## src/rtl/dec2to4_pkg.sv

```systemverilog
// rtl/dec2to4_pkg.sv - shared select codes, decoded-vector type and helpers for dec2to4_reg
//
// Purpose : common definitions for the registered 2-to-4 decoder slice.
// Contents: SEL_I0..SEL_I3 select codes ({a,b}, a = MSB)
//           dec_vec_t    decoded vector, bit k drives output ik
//           onehot0()    true when at most one bit of a decoded vector is set
//           apply_pol()  maps an active-high decoded vector onto the output level
// Optional feature macro used by users of this package: DEC2TO4_ONEHOT_CHECK_EN

package dec2to4_pkg;

   localparam logic [1:0] SEL_I0 = 2'b00;
   localparam logic [1:0] SEL_I1 = 2'b01;
   localparam logic [1:0] SEL_I2 = 2'b10;
   localparam logic [1:0] SEL_I3 = 2'b11;

   // Bit k of the vector corresponds to output ik; always active-high internally.
   typedef logic [3:0] dec_vec_t;

   // Clearing the lowest set bit leaves zero only when at most one bit was set.
   function automatic logic onehot0(input dec_vec_t v);
      return ((v & (v - 4'd1)) == 4'd0);
   endfunction

   // Inversion happens after the decode so the inactive (and reset) level
   // follows the selected polarity automatically.
   function automatic dec_vec_t apply_pol(input dec_vec_t v, input logic active_low);
      return active_low ? ~v : v;
   endfunction

endpackage

```

## src/rtl/dec2to4_core.sv

```systemverilog
// rtl/dec2to4_core.sv - purely combinational 2-to-4 decode with enable
//
// Purpose : decodes a 2-bit select into an active-high one-hot vector.
// Ports   : sel [1:0] in  - select code, sel[1] is the MSB (a), sel[0] the LSB (b)
//           en        in  - enable; when low the vector is all zeros
//           dec [3:0] out - decoded vector, bit k set iff en=1 and sel==k

module dec2to4_core
   import dec2to4_pkg::*;
(
   input  logic [1:0] sel,
   input  logic       en,
   output dec_vec_t   dec
);

   always_comb begin
      dec = '0;
      if (en) begin
         case (sel)
            SEL_I0:  dec[0] = 1'b1;
            SEL_I1:  dec[1] = 1'b1;
            SEL_I2:  dec[2] = 1'b1;
            SEL_I3:  dec[3] = 1'b1;
            default: dec    = '0;
         endcase
      end
   end

endmodule

```

## src/rtl/dec2to4_reg.sv

```systemverilog
// rtl/dec2to4_reg.sv - registered 2-to-4 line decoder with enable, polarity and optional one-hot checker
//
// Purpose : select/address decoder feeding synchronous logic; outputs flopped on clk
//           (OUT_REG=1) or taken straight from the decode (OUT_REG=0).
// Params  : OUT_REG    1 = one-cycle registered outputs, 0 = combinational outputs
//           ACTIVE_LOW 1 = outputs asserted low (inactive/reset level is 1)
// Ports   : clk  in  - rising-edge clock
//           rst  in  - asynchronous reset, active-high; forces outputs inactive at once
//           a    in  - select MSB
//           b    in  - select LSB
//           en   in  - decoder enable, active-high
//           i0..i3 out - ik asserted when en=1 and {a,b}==k
//           err  out - (DEC2TO4_ONEHOT_CHECK_EN only) sticky decode-integrity flag
// Macro   : DEC2TO4_ONEHOT_CHECK_EN adds the err port, its checker and an assertion.

module dec2to4_reg
   import dec2to4_pkg::*;
#(
   parameter int OUT_REG    = 1,
   parameter int ACTIVE_LOW = 0
)
(
   input  logic clk,
   input  logic rst,
   input  logic a,
   input  logic b,
   input  logic en,
   output logic i0,
   output logic i1,
   output logic i2,
   output logic i3
`ifdef DEC2TO4_ONEHOT_CHECK_EN
  ,output logic err
`endif
);

   logic [1:0] w_sel;
   dec_vec_t   w_core_dec;
   dec_vec_t   w_dec_q;
   dec_vec_t   w_dec_out;

   assign w_sel = {a, b};

   dec2to4_core u_core (
      .sel (w_sel),
      .en  (en),
      .dec (w_core_dec)
   );

   // The register stores the active-high decode so that its reset value of
   // zero always means "inactive", whatever the output polarity.
   if (OUT_REG != 0) begin : g_reg
      dec_vec_t r_dec;

      always_ff @(posedge clk or posedge rst) begin
         if (rst) begin
            r_dec <= '0;
         end else begin
            r_dec <= w_core_dec;
         end
      end

      assign w_dec_q = r_dec;
   end else begin : g_comb
      assign w_dec_q = w_core_dec;
   end

   assign w_dec_out = apply_pol(w_dec_q, ACTIVE_LOW != 0);

   assign i0 = w_dec_out[0];
   assign i1 = w_dec_out[1];
   assign i2 = w_dec_out[2];
   assign i3 = w_dec_out[3];

`ifdef DEC2TO4_ONEHOT_CHECK_EN
   // Checked on the active-high core vector: enabled decodes must be exactly
   // one-hot, disabled decodes must be all zero.
   logic w_violation;
   logic r_err;

   assign w_violation = en ? !(onehot0(w_core_dec) && (w_core_dec != '0))
                           : (w_core_dec != '0);

   always_ff @(posedge clk or posedge rst) begin
      if (rst) begin
         r_err <= 1'b0;
      end else if (w_violation) begin
         r_err <= 1'b1;
      end
   end

   assign err = r_err;

`ifndef SYNTHESIS
   a_dec_onehot: assert property (@(posedge clk) disable iff (rst) !w_violation)
      else $warning("dec2to4_reg: decoded vector %b violates one-hot rule with en=%b",
                    w_core_dec, en);
`endif
`endif

endmodule

```

## config.mk

```make
export PLATFORM = sky130hd
export DESIGN_NAME = dec2to4_reg
export DESIGN_NICKNAME = d
export VERILOG_FILES = /design/src/rtl/dec2to4_pkg.sv /design/src/rtl/dec2to4_core.sv /design/src/rtl/dec2to4_reg.sv
export SDC_FILE = /design/constraint.sdc
export NUM_CORES = 1
export LEC_CHECK = 0
export ABC_AREA = 0
export CAP_MARGIN = 20
export CORE_AREA = 3 3 40 42
export DETAILED_ROUTE_END_ITERATION = 6
export DIE_AREA = 0 0 43 45
export GPL_TIMING_DRIVEN = 0
export PLACE_DENSITY = 0.34
export SYNTH_ARGS = -nofsm -noshare
export SYNTH_HDL_FRONTEND = slang
export SYNTH_HIERARCHICAL = 1
export SYNTH_SLANG_ARGS = --single-unit
```

## constraint.sdc

```tcl
create_clock -name clk -period 0.8 [get_ports clk]
set_clock_uncertainty 0.1 [all_clocks]
set_input_delay 0.08 -clock clk [delete_from_list [all_inputs] [get_ports clk]]
set_output_delay 0.08 -clock clk [all_outputs]
set_load 0.05 [all_outputs]
```

# After elaboration in Yosys (flattened, before gate mapping)
# Index checks and enable logic that the tools add are counted.
[classes] n_eq_ne=3 mux=5 n_reduce_logical=1
[ops] cell="2-bit equality test (second input constant)" n=2
[ops] cell="1-bit two-way mux" n=4
[ops] cell="4-bit two-way mux" n=1
[ops] cell="2-bit by 1-bit equality test with 1-bit output (second input constant)" n=1
[ops] cell="2-bit zero test" n=1
[word_totals] ff_bits=4 input_bits=5 output_inout_bits=4 elab_cells=10

# Depth between registers and ports, before layout
[depth] word_depth=3 depth_mapped=1 mapped_depth_nobuf=1

# Hierarchy
# Netlist, hierarchy kept.
[modules_own_cells] mod="dec2to4_reg" instances=1 cells_each=5 area_each_um2=103.8 seq_area_each_um2=100.1
[modules_own_cells] mod="dec2to4_core" instances=1 cells_each=4 area_each_um2=37.5 seq_area_each_um2=0.0

# Worst setup path before layout
# OpenSTA, ideal clock, no wires.
[synth_timing] path_kind="reg2out" from="register g_reg.r_dec[0]" to="output port i0" arrival_ns=0.586 required_ns=0.620 slack_ns=0.034 stages_incl_launch_ff=1 path_buffers=0 path_cell_list="dfrtp_1"
[synth_rtl] element="start: declaration" line="dec2to4_reg.sv:53" rtl="dec_vec_t r_dec;"
[synth_rtl] element="start signal: assignment" line="dec2to4_reg.sv:59" rtl="r_dec <= w_core_dec;"
[synth_rtl] element="end: declaration" line="dec2to4_reg.sv:28" rtl="output logic i0,"
# No word-level cell between the ends.

# Final worst setup path
[layout_timing] from="register g_reg.r_dec[0]" to="output port i0"
# No word-level cell between the ends.

==> run summary <==
The run finished, with violations left. The final reports fail on hold timing, setup timing. The worst relative slew slack is 90.4%. The count of cell types in the netlist is 5. The post-route core utilization is a little over a fifth.

At the pin with the least slew margin, the transition time is around 0.14 ns. The footprint of the flip-flops and latches is 100 um2. The combinational power share is about 15%. The setup slack of the critical path after layout came out at -0.121 ns. The via count of the first global-routing pass is around 100. TritonCTS built the clock tree.

The number of standard cells in the final layout excluding fillers came out at 35. Dividing the detail-routed wire length by the instance count gives 7.23 um. The cell at the root of the clock tree is clkbuf_4. Leaving out fill and tap cells, the most frequent cells in the layout are dfrtp_1 (4), buf_6 (4), clkbuf_4 (3), clkdlybuf4s50_1 (3), and3b_1 (2). Grouping stages by cell kind, the critical path spends the most delay in flip-flops. The critical path arrival is between 0.7 and 0.8 ns. The cell type contributing the most total cell area after synthesis is dfrtp_1. In the final layout, the registers with the most flip-flops are g_reg.r_dec (4). The detailed router used layers up to and including met3.

9 I/O pins were placed. The DRC violations left is 0. Entering global routing, the biggest net connects 5 pins. The width of the chip is roughly 43 um. The remaining number of nets flagged by the antenna check after routing is 0. The warning count from the yosys run came out at 6. The leftover overflow at the end of global routing is 0.

The internal power of the cells totals between 400 and 500 uW. The row count is 13. After synthesis the cells add up to 141 um2. The share of power burned in registers is 40.2%. Measured along the y axis, the die boundary spans approximately 45 um. The clock slew seen by the registers of the worst setup and hold paths came out at around 0.030 ns. Summing all multi-input logic gate instances after layout gives around 38 um2. After filler insertion, the fill cell instance count of the layout stands at 139. The setup slack after placement is -0.481 ns. Synthesis inferred 4 register bits. The number of instances in the placed design came out at 32.

The total number of nets in the final design is 27. The area of the core came out at 1280 um2. The fraction of final layout cells with drive strength greater than 1 came out at between 40% and 50%. The fraction of power consumed by the clock network came out at between 40% and 50%.

The die covers between 1500 and 2000 um2. The number of clock sinks is 4. The nature of the critical path endpoint is an output pin.

The count of input and output buffers came out at 8. The H-tree depth is 1. The starting utilization of the core area came out at between 10% and 20%. Setup violations remaining at the end of the flow were counted as 4.

The routed layout has around 100 vias. The number of hold violations in the final report came out at 5. The last weighted congestion value of the routability-driven placer came out at 0.607. The switching share of total power came out at between 20% and 30%.

The total leakage power came out at between 0.1 and 0.15 nW. The highest fanout seen on the critical path came out at 1. The total power density per cell area came out at about 2000 nW/um2. Walking the worst path, the cells encountered are buf_6. The flip-flop count of the largest register, all copies and words added came out at 4. On the final layout, the worst hold slack is -0.0670 ns. The required time at the worst-slack endpoint came out at between 0.6 and 0.7 ns. The number of buffers inserted during clock tree synthesis came out at 3.

The maximum clock rate came out at ~1100 MHz. The number of antenna violations at the first check in global routing came out at 0. The kind of launch point of the worst setup path is a register. The DRC violation total after the first TritonRoute iteration came out at 4. The number of antenna diodes in the final layout is 0. The type of the worst min-delay path is in -> async.

Yosys attributes the largest share of cell area to dfrtp_1 (71%), and3b_1 (12%), nor3b_2 (8.8%). The detail-routed via count per cell is 2.97. The total detailed-routing wirelength came out at around 250 um.

The buffer depth of the longest clock path came out at 2. The combined buffer and inverter count along the critical path is 1. Global routing used between 3 and 4% of the available tracks. The worst path in the final design needs a cycle of around 0.92 ns, including I/O delays and setup. On the worst path, the slowest cell contributes a delay of about 0.36 ns.

The register with the most flip-flops in the final layout is g_reg.r_dec. The period utilization is 115%. The gate count after technology mapping came out at 9. Setup repair after global routing could not meet its margin everywhere. The total length of routed met2 wires came out at 110 um. The average footprint of a synthesized cell came out at 15.7 um2. The routed length on met3 is around 44 um. In this run the number of cells on the critical path is 1. The peak ir drop on the vdd network is 338 uV.

The number of nets handed over by synthesis was 14. The count of pins over their slew limit is 0. The area added between synthesis and finish is 91.1%.

The wire length on met1 came out at about 98 um. The global-route wire length before repair is between 300 and 400 um. The type of the worst setup path is reg -> out. The number of search-and-repair iterations in the first detailed-routing pass is 2. The slowest cell on the critical path is dfrtp_1. The share of synthesized area occupied by flip-flops and latches came out at 70.8%. The max-cap check violation count came out at 0. The top cell type's share of synthesized area is 70.8%. In this run the power spent charging and discharging nets is around 120 uW.
cells in the mapped netlist, drive strengths merged:
library cell	instances
and3	1
and3b	2
dfrtp	4
inv	1
nor3b	1
routing by layer:
metal / vias up / global-route usage [%]
li1: 52 / -
met1: 44 / 3.65
met2: 8 / 2.40
met3: 0 / 1.59
met4: 0 / 7.23
met5: - / 0
worst max-delay path by stage:
stage	startpoint	to	slack, ns
2_1_floorplan	g_reg.r_dec[0]	i0	0.03
3_3_place_gp	g_reg.r_dec[0]	i0	-0.48
6_report	g_reg.r_dec[0]	i0	-0.12
3_5_place_dp	g_reg.r_dec[1]	i1	-0.48
4_1_cts	g_reg.r_dec[0]	i0	-0.13
5_1_grt	g_reg.r_dec[0]	i0	-0.15
per-stage QoR:
stage	TNS (ns)	power, mW	area, um2
after floorplan	0	0.255	141
after global placement	-2.61	0.296	240
after detailed placement	-2.65	0.296	240
after CTS	-0.527	0.550	268
after global routing	-0.567	0.566	270
final	-0.479	0.534	270
power by group through the flow:
stage / clock network, mW / logic [mW] / registers [mW]
after global placement: 0 / 0.0806 / 0.215
after global routing: 0.264 / 0.0867 / 0.215
final: 0.238 / 0.0817 / 0.215
after floorplan: 0 / 0.0112 / 0.244
after detailed placement: 0 / 0.0811 / 0.215
after CTS: 0.252 / 0.0835 / 0.215
cell type report:
cell class	count	share of cell area [%]
sequential	4	37.0
timing repair buffer	8	32.4
inverter	1	1.39
tap	15	6.94
multi-input combinational	4	13.9
clock buffer	3	8.33
kinds of logic after synthesis:
group / Yosys count / synth area share [%]
flip-flops: 4 / 70.8
AND/OR/NAND/NOR: 4 / 26.6
buffers and inverters: 1 / 2.65
what timing repair did:
| action | CTS | global route |
|---|---|---|
| endpoints found under the hold margin | 4 | 4 |
| gates resized for setup | 28 | 1 |
| endpoints found under the setup margin | 4 | 5 |
| buffers inserted | 0 | 0 |
Note: power is estimated with default switching activity, not from simulation.
